$ cat src/rtl/mem_bus_arbiter.sv
// mem_bus_arbiter: two-port arbiter and burst sequencer for the tagged main-RAM bus.
// Each grant produces an address strobe followed by len+1 read or write beats.
// The RAM auto-increments its address latch on every beat.
// Build option MEMARB_FIXED_PRIO_EN: when defined, port 0 always wins simultaneous
// requests and there is no priority register. The default build uses round-robin.
module mem_bus_arbiter #(
   parameter int ADDR_W = 20,
   parameter int LEN_W  = 4
) (
   input  logic              clk,
   input  logic              reset,
   input  logic              req0,
   input  logic              req1,
   input  logic              we0,
   input  logic              we1,
   input  logic [ADDR_W-1:0] addr0,
   input  logic [ADDR_W-1:0] addr1,
   input  logic [LEN_W-1:0]  len0,
   input  logic [LEN_W-1:0]  len1,
   input  logic [63:0]       wdata0,
   input  logic [63:0]       wdata1,
   input  logic [7:0]        wtag0,
   input  logic [7:0]        wtag1,
   output logic              ack0,
   output logic              ack1,
   output logic              rvalid0,
   output logic              rvalid1,
   output logic [63:0]       rdata,
   output logic [7:0]        rtag,
   output logic              done0,
   output logic              done1,
   output logic [63:0]       o_ad,
   output logic [7:0]        o_tag,
   output logic              o_astb,
   output logic              o_rd,
   output logic              o_wr,
   input  logic [63:0]       i_data,
   input  logic [7:0]        i_tag
);

   typedef enum logic [1:0] {S_IDLE, S_ADDR, S_XFER} state_t;

   state_t            state_q;
   logic              port_q;      // granted port
   logic              we_q;        // granted burst direction
   logic [LEN_W-1:0]  cnt_q;       // beats remaining minus one
   logic [1:0]        rv_q;        // read beat returning this cycle, per port
   logic [1:0]        rdone_q;     // that returning beat is the last one
   logic [1:0]        rv_d;
   logic [1:0]        rdone_d;

   logic xfer, last, wr_beat, rd_beat;
   logic elig0, elig1, gnt_vld, gnt_port;

   assign xfer    = (state_q == S_XFER);
   assign last    = (cnt_q == '0);
   assign wr_beat = xfer & we_q;
   assign rd_beat = xfer & ~we_q;

   // A port whose done pulses now is held off until the next IDLE cycle.
   assign elig0   = req0 & ~done0;
   assign elig1   = req1 & ~done1;
   assign gnt_vld = elig0 | elig1;

`ifdef MEMARB_FIXED_PRIO_EN
   assign gnt_port = ~elig0;
`else
   logic prio_q;   // port that wins the next contested grant

   assign gnt_port = (elig0 & elig1) ? prio_q : elig1;

   // Round-robin: after each grant the other port gets priority.
   always_ff @(posedge clk or posedge reset) begin
      if (reset)                             prio_q <= 1'b0;
      else if (state_q == S_IDLE && gnt_vld) prio_q <= ~gnt_port;
   end
`endif

   // Read returns are registered copies of read XFER cycles (RAM latency is one cycle).
   always_comb begin
      rv_d    = {rd_beat & port_q, rd_beat & ~port_q};
      rdone_d = rv_d & {2{last}};
   end

   // Burst sequencer: IDLE -> ADDR -> XFER x (len+1) -> IDLE.
   always_ff @(posedge clk or posedge reset) begin
      if (reset) begin
         state_q <= S_IDLE;
         port_q  <= 1'b0;
         we_q    <= 1'b0;
         cnt_q   <= '0;
         rv_q    <= '0;
         rdone_q <= '0;
      end else begin
         rv_q    <= rv_d;
         rdone_q <= rdone_d;
         case (state_q)
            S_IDLE: begin
               if (gnt_vld) begin
                  state_q <= S_ADDR;
                  port_q  <= gnt_port;
                  we_q    <= gnt_port ? we1 : we0;
                  cnt_q   <= gnt_port ? len1 : len0;
               end
            end
            S_ADDR: state_q <= S_XFER;
            S_XFER: begin
               if (last) state_q <= S_IDLE;
               else      cnt_q   <= cnt_q - LEN_W'(1);
            end
            default: state_q <= S_IDLE;
         endcase
      end
   end

   // Bus data path: address in ADDR, write beat in write XFER, zero otherwise.
   always_comb begin
      o_ad  = '0;
      o_tag = '0;
      if (state_q == S_ADDR) begin
         o_ad = 64'(port_q ? addr1 : addr0);
      end else if (wr_beat) begin
         o_ad  = port_q ? wdata1 : wdata0;
         o_tag = port_q ? wtag1 : wtag0;
      end
   end

   assign o_astb  = (state_q == S_ADDR);
   assign o_wr    = wr_beat;
   assign o_rd    = rd_beat;
   assign ack0    = wr_beat & ~port_q;
   assign ack1    = wr_beat & port_q;
   assign rvalid0 = rv_q[0];
   assign rvalid1 = rv_q[1];
   assign done0   = (wr_beat & last & ~port_q) | rdone_q[0];
   assign done1   = (wr_beat & last & port_q) | rdone_q[1];
   assign rdata   = i_data;
   assign rtag    = i_tag;

endmodule

$ cat config.mk
export PLATFORM = sky130hd
export DESIGN_NAME = mem_bus_arbiter
export DESIGN_NICKNAME = d
export VERILOG_FILES = /design/src/rtl/mem_bus_arbiter.sv
export SDC_FILE = /design/constraint.sdc
export NUM_CORES = 1
export LEC_CHECK = 0
export CAP_MARGIN = 20
export CORE_AREA = 2 2 163 165
export CTS_CLUSTER_DIAMETER = 30
export DETAILED_ROUTE_END_ITERATION = 12
export DIE_AREA = 0 0 165 167
export DONT_BUFFER_PORTS = 1
export PLACE_DENSITY = 0.3
export SYNTH_ARGS = -nofsm -noshare
export SYNTH_HDL_FRONTEND = slang
export SYNTH_SLANG_ARGS = --single-unit
$ cat constraint.sdc
create_clock -name clk -period 3.7 [get_ports clk]
set_clock_uncertainty 0.1 [all_clocks]
set_input_delay 0.37 -clock clk [delete_from_list [all_inputs] [get_ports clk]]
set_output_delay 0.37 -clock clk [all_outputs]
set_load 0.02 [all_outputs]
==> summary.md <==
| Metric | Value |
|---|---|
| Status | `completed` |
| Nets | `469` |
| Most common library cells after synthesis | `72 x buf_4, 52 x a22o_1, 26 x mux2i_1` |
| Critical path buffers and inverters | `1` |
| Slowest CP cell | `dfrtp_1` |
| CP max FO | `42` |
| Die Span Y | `167 um` |
| Drt first pass iters | `4` |
| Combinational fraction of design power | `0.745` |
| Relative slew slack | `0.382` |
| Final min period | `2.94 ns` |
| Fin. max-slew vios | `0` |
| Die area | `0.0276 mm^2` |
| Grt peak-use layer | `met2` |
| Met1 GRT Util | `0.0937` |
| Syn avg cell area | `8.28 um^2` |
| Fillers | `2989` |
| Initial core utilization | `0.0909` |
| EDFF count, synth | `0` |
| Finished Cell Area | `0.00225 mm^2` |
| Clk root buf | `clkbuf_16` |
| Setup tns final | `0 ns` |
| Switching share of total power | `0.596` |
| Met3 global-route usage | `0.0137` |
| CTS H-tree depth | `1` |
| Post-synthesis instance total | `283` |
| Ys flop type | `dfrtp_1` |
| Fin cells | `532` |
| Syn. warnings | `0` |
| Clock slew at reported path FFs | `0.05 ns` |
| Critical Path Start Type | `flop` |
| # rows | `59` |
| Mapped Area | `0.00234 mm^2` |
| Clock tree sinks | `13` |
| Via count | `2017` |
| Synth unique cells | `32` |
| Flops & latches, synth | `13` |
| NetSw | `0.00120 W` |
| Vias in the first global route | `1926` |
| Area growth syn-to-layout | `-3.90%` |
| GRT Util Overall | `0.0844` |
| TritonCTS clock tree | `yes` |
| Worst setup path category | `flop to primary output` |
| Die Width | `165 um` |
| Setup WS pre-CTS | `0.955 ns` |
| Int Pwr | `0.000811 W` |
| Leak | `0.790 nW` |
| Async S/R FF share, synth | `1.00` |
| Largest net degree at the start of global routing | `51` |
| Clock Path Buffers | `2` |
| Maximum VDD drop | `231 uV` |
| Crit-path leading delay family | `flip-flops` |
| Synth top area share | `0.231` |
| Sequential cell area fraction in the yosys report | `0.139` |
| Average wire per standard cell | `24.3 um` |
| Setup Viol. Count Final | `0` |
| Worst EP required | `3.23 ns` |
| RSZ-0062 raised after global routing | `no` |
| Initial DRC Count | `76` |
| First-pass GRT wire length | `15700 um` |
| R2R setup slack | `1.21 ns` |
| Initial antenna violation count | `3` |
| Cells along the critical path | `and4b_4 > buf_4 > a21o_1` |
| Share of cells above drive strength 1 | `0.0969` |
| Slew @ Worst Pin | `0.924 ns` |
| Max-cap violation count | `0` |
| Met2 usage | `0.154` |
| Critical Path AT | `2.47 ns` |
| Final Hold Vio Count | `0` |
| Port bufs | `0` |
| Vias/cell | `3.79` |
| Worst hold path class | `primary input to flop` |
| Synth top area cells | `buf_4 23%, a22o_1 19%, dfrtp_1 14%, mux2i_1 11%, a221oi_1 7.5%` |
| Syn nets | `555` |
| Clock power share | `0.105` |
| Slowest cell delay on critical path | `0.69 ns` |
| CP endpoint kind | `primary output` |
| Setup WS post-layout | `0.762 ns` |
| DRT antenna net count | `0` |
| CTS Buf Count | `3` |
| I/O Pins | `423` |
| Core Box Area | `0.0258 mm^2` |
| Post-placement cell count | `526` |
| Area after DPL | `0.00216 mm^2` |
| DRC Markers | `0` |
| Sequential power share | `0.150` |
| RD Place Congestion | `0.685` |
| PwrDens | `892 mW/mm^2` |
| DRT Wirelength | `12900 um` |
| Count leader, synth | `buf_4` |
| Hpwl dp | `11400 um` |
| CTS resizes | `0` |
| Final Util | `0.0874` |
| Peak Freq | `340 MHz` |
| Remaining Overflow, GRT | `0` |
| Largest area contributor in the netlist | `buf_4` |
| Worst skew pair latency | `0.24 ns` |
| Final period util | `0.794` |
| Post-CTS Setup Bufs | `0` |
cell families after synthesis:
family / synth area share
compound gates: 0.376
mux: 0.111
flops: 0.139
buf+inv: 0.287
simple gates: 0.0764
fa+ha+maj: 0.0107
stage by stage:
stage               hold slack [ns]  total power, W
floorplan                     0.147         0.00169
global placement              0.237         0.00180
detailed placement            0.245         0.00182
CTS                           0.265         0.00203
global route                  0.285         0.00217
finish                        0.246         0.00201
per-layer routing:
| layer | vias to the layer above | routed length, um |
|---|---|---|
| met5 | - | 0 |
| met4 | 0 | 592 |
| met3 | 56 | 980 |
| met2 | 196 | 6660 |
| met1 | 943 | 4690 |
| li1 | 822 | - |
timing repair:
item | CTS | global route
hold buffers | 1 | 0
hold endpoints to repair | 13 | 0
endpoints found under the setup margin | 0 | 0
cells in the final DEF, fill, tap and decap left out, drive strengths merged:
cell type,n
nand2b,7
and4bb,1
a221oi,20
o211ai,2
dfrtp,13
and4b,1
buf,5
mux2i,26
a21o,4
nor3,2
nand2,3
o21a,1
or3,2
nor3b,1
nor2b,1
a21oi,25
dlygate4sd3,1
clkbuf,4
a22o,52
nor2,8
or2,1
o21ai,7
nor4,1
diode,1
inv,6
ha,2
area by class of cell:
type	count	area, um^2	area share
tap	335	419	0.186
clock buffer	4	78.8	0.0350
antenna	1	2.50	0.00111
sequential	13	325	0.145
inverter	6	22.5	0.0100
timing repair buffer	6	47.5	0.0211
multi-input combinational	167	1360	0.602
sequential cells by signal, summed over array words and instances (netlist names):
signal   count
state_q      2
port_q       1
rdone_q      2
rv_q         2
cnt_q        4
we_q         1
prio_q       1
power groups by stage:
stage | clock [W] | combinational (W) | sequential (W)
floorplan | 0 | 0.00144 | 0.000251
global placement | 0 | 0.00150 | 0.000298
detailed placement | 0 | 0.00151 | 0.000306
CTS | 0.000213 | 0.00151 | 0.000304
global route | 0.000215 | 0.00164 | 0.000315
finish | 0.000210 | 0.00150 | 0.000301
worst register-to-register path, stage by stage, from the launching register on:
cell	delay, ns
dfrtp_1	0.69
and4bb_4	0.40
a21o_1	0.35
o21ai_4	0.38
mux2i_1	0.33
o211ai_2	0.12
final timing paths:
| kind | depth (start not counted) | startpoint | end |
|---|---|---|---|
| hold reg to reg | 1 | prio_q | prio_q |
| setup reg to reg | 5 | port_q | cnt_q[0] |
| hold / removal | 2 | len1[1] | cnt_q[1] |
| max in group asynchronous | 2 | reset | cnt_q[0] |
| min in group asynchronous | 2 | reset | we_q |
| setup / recovery | 3 | port_q | done1 |
Power figures use the tool's default switching activity.
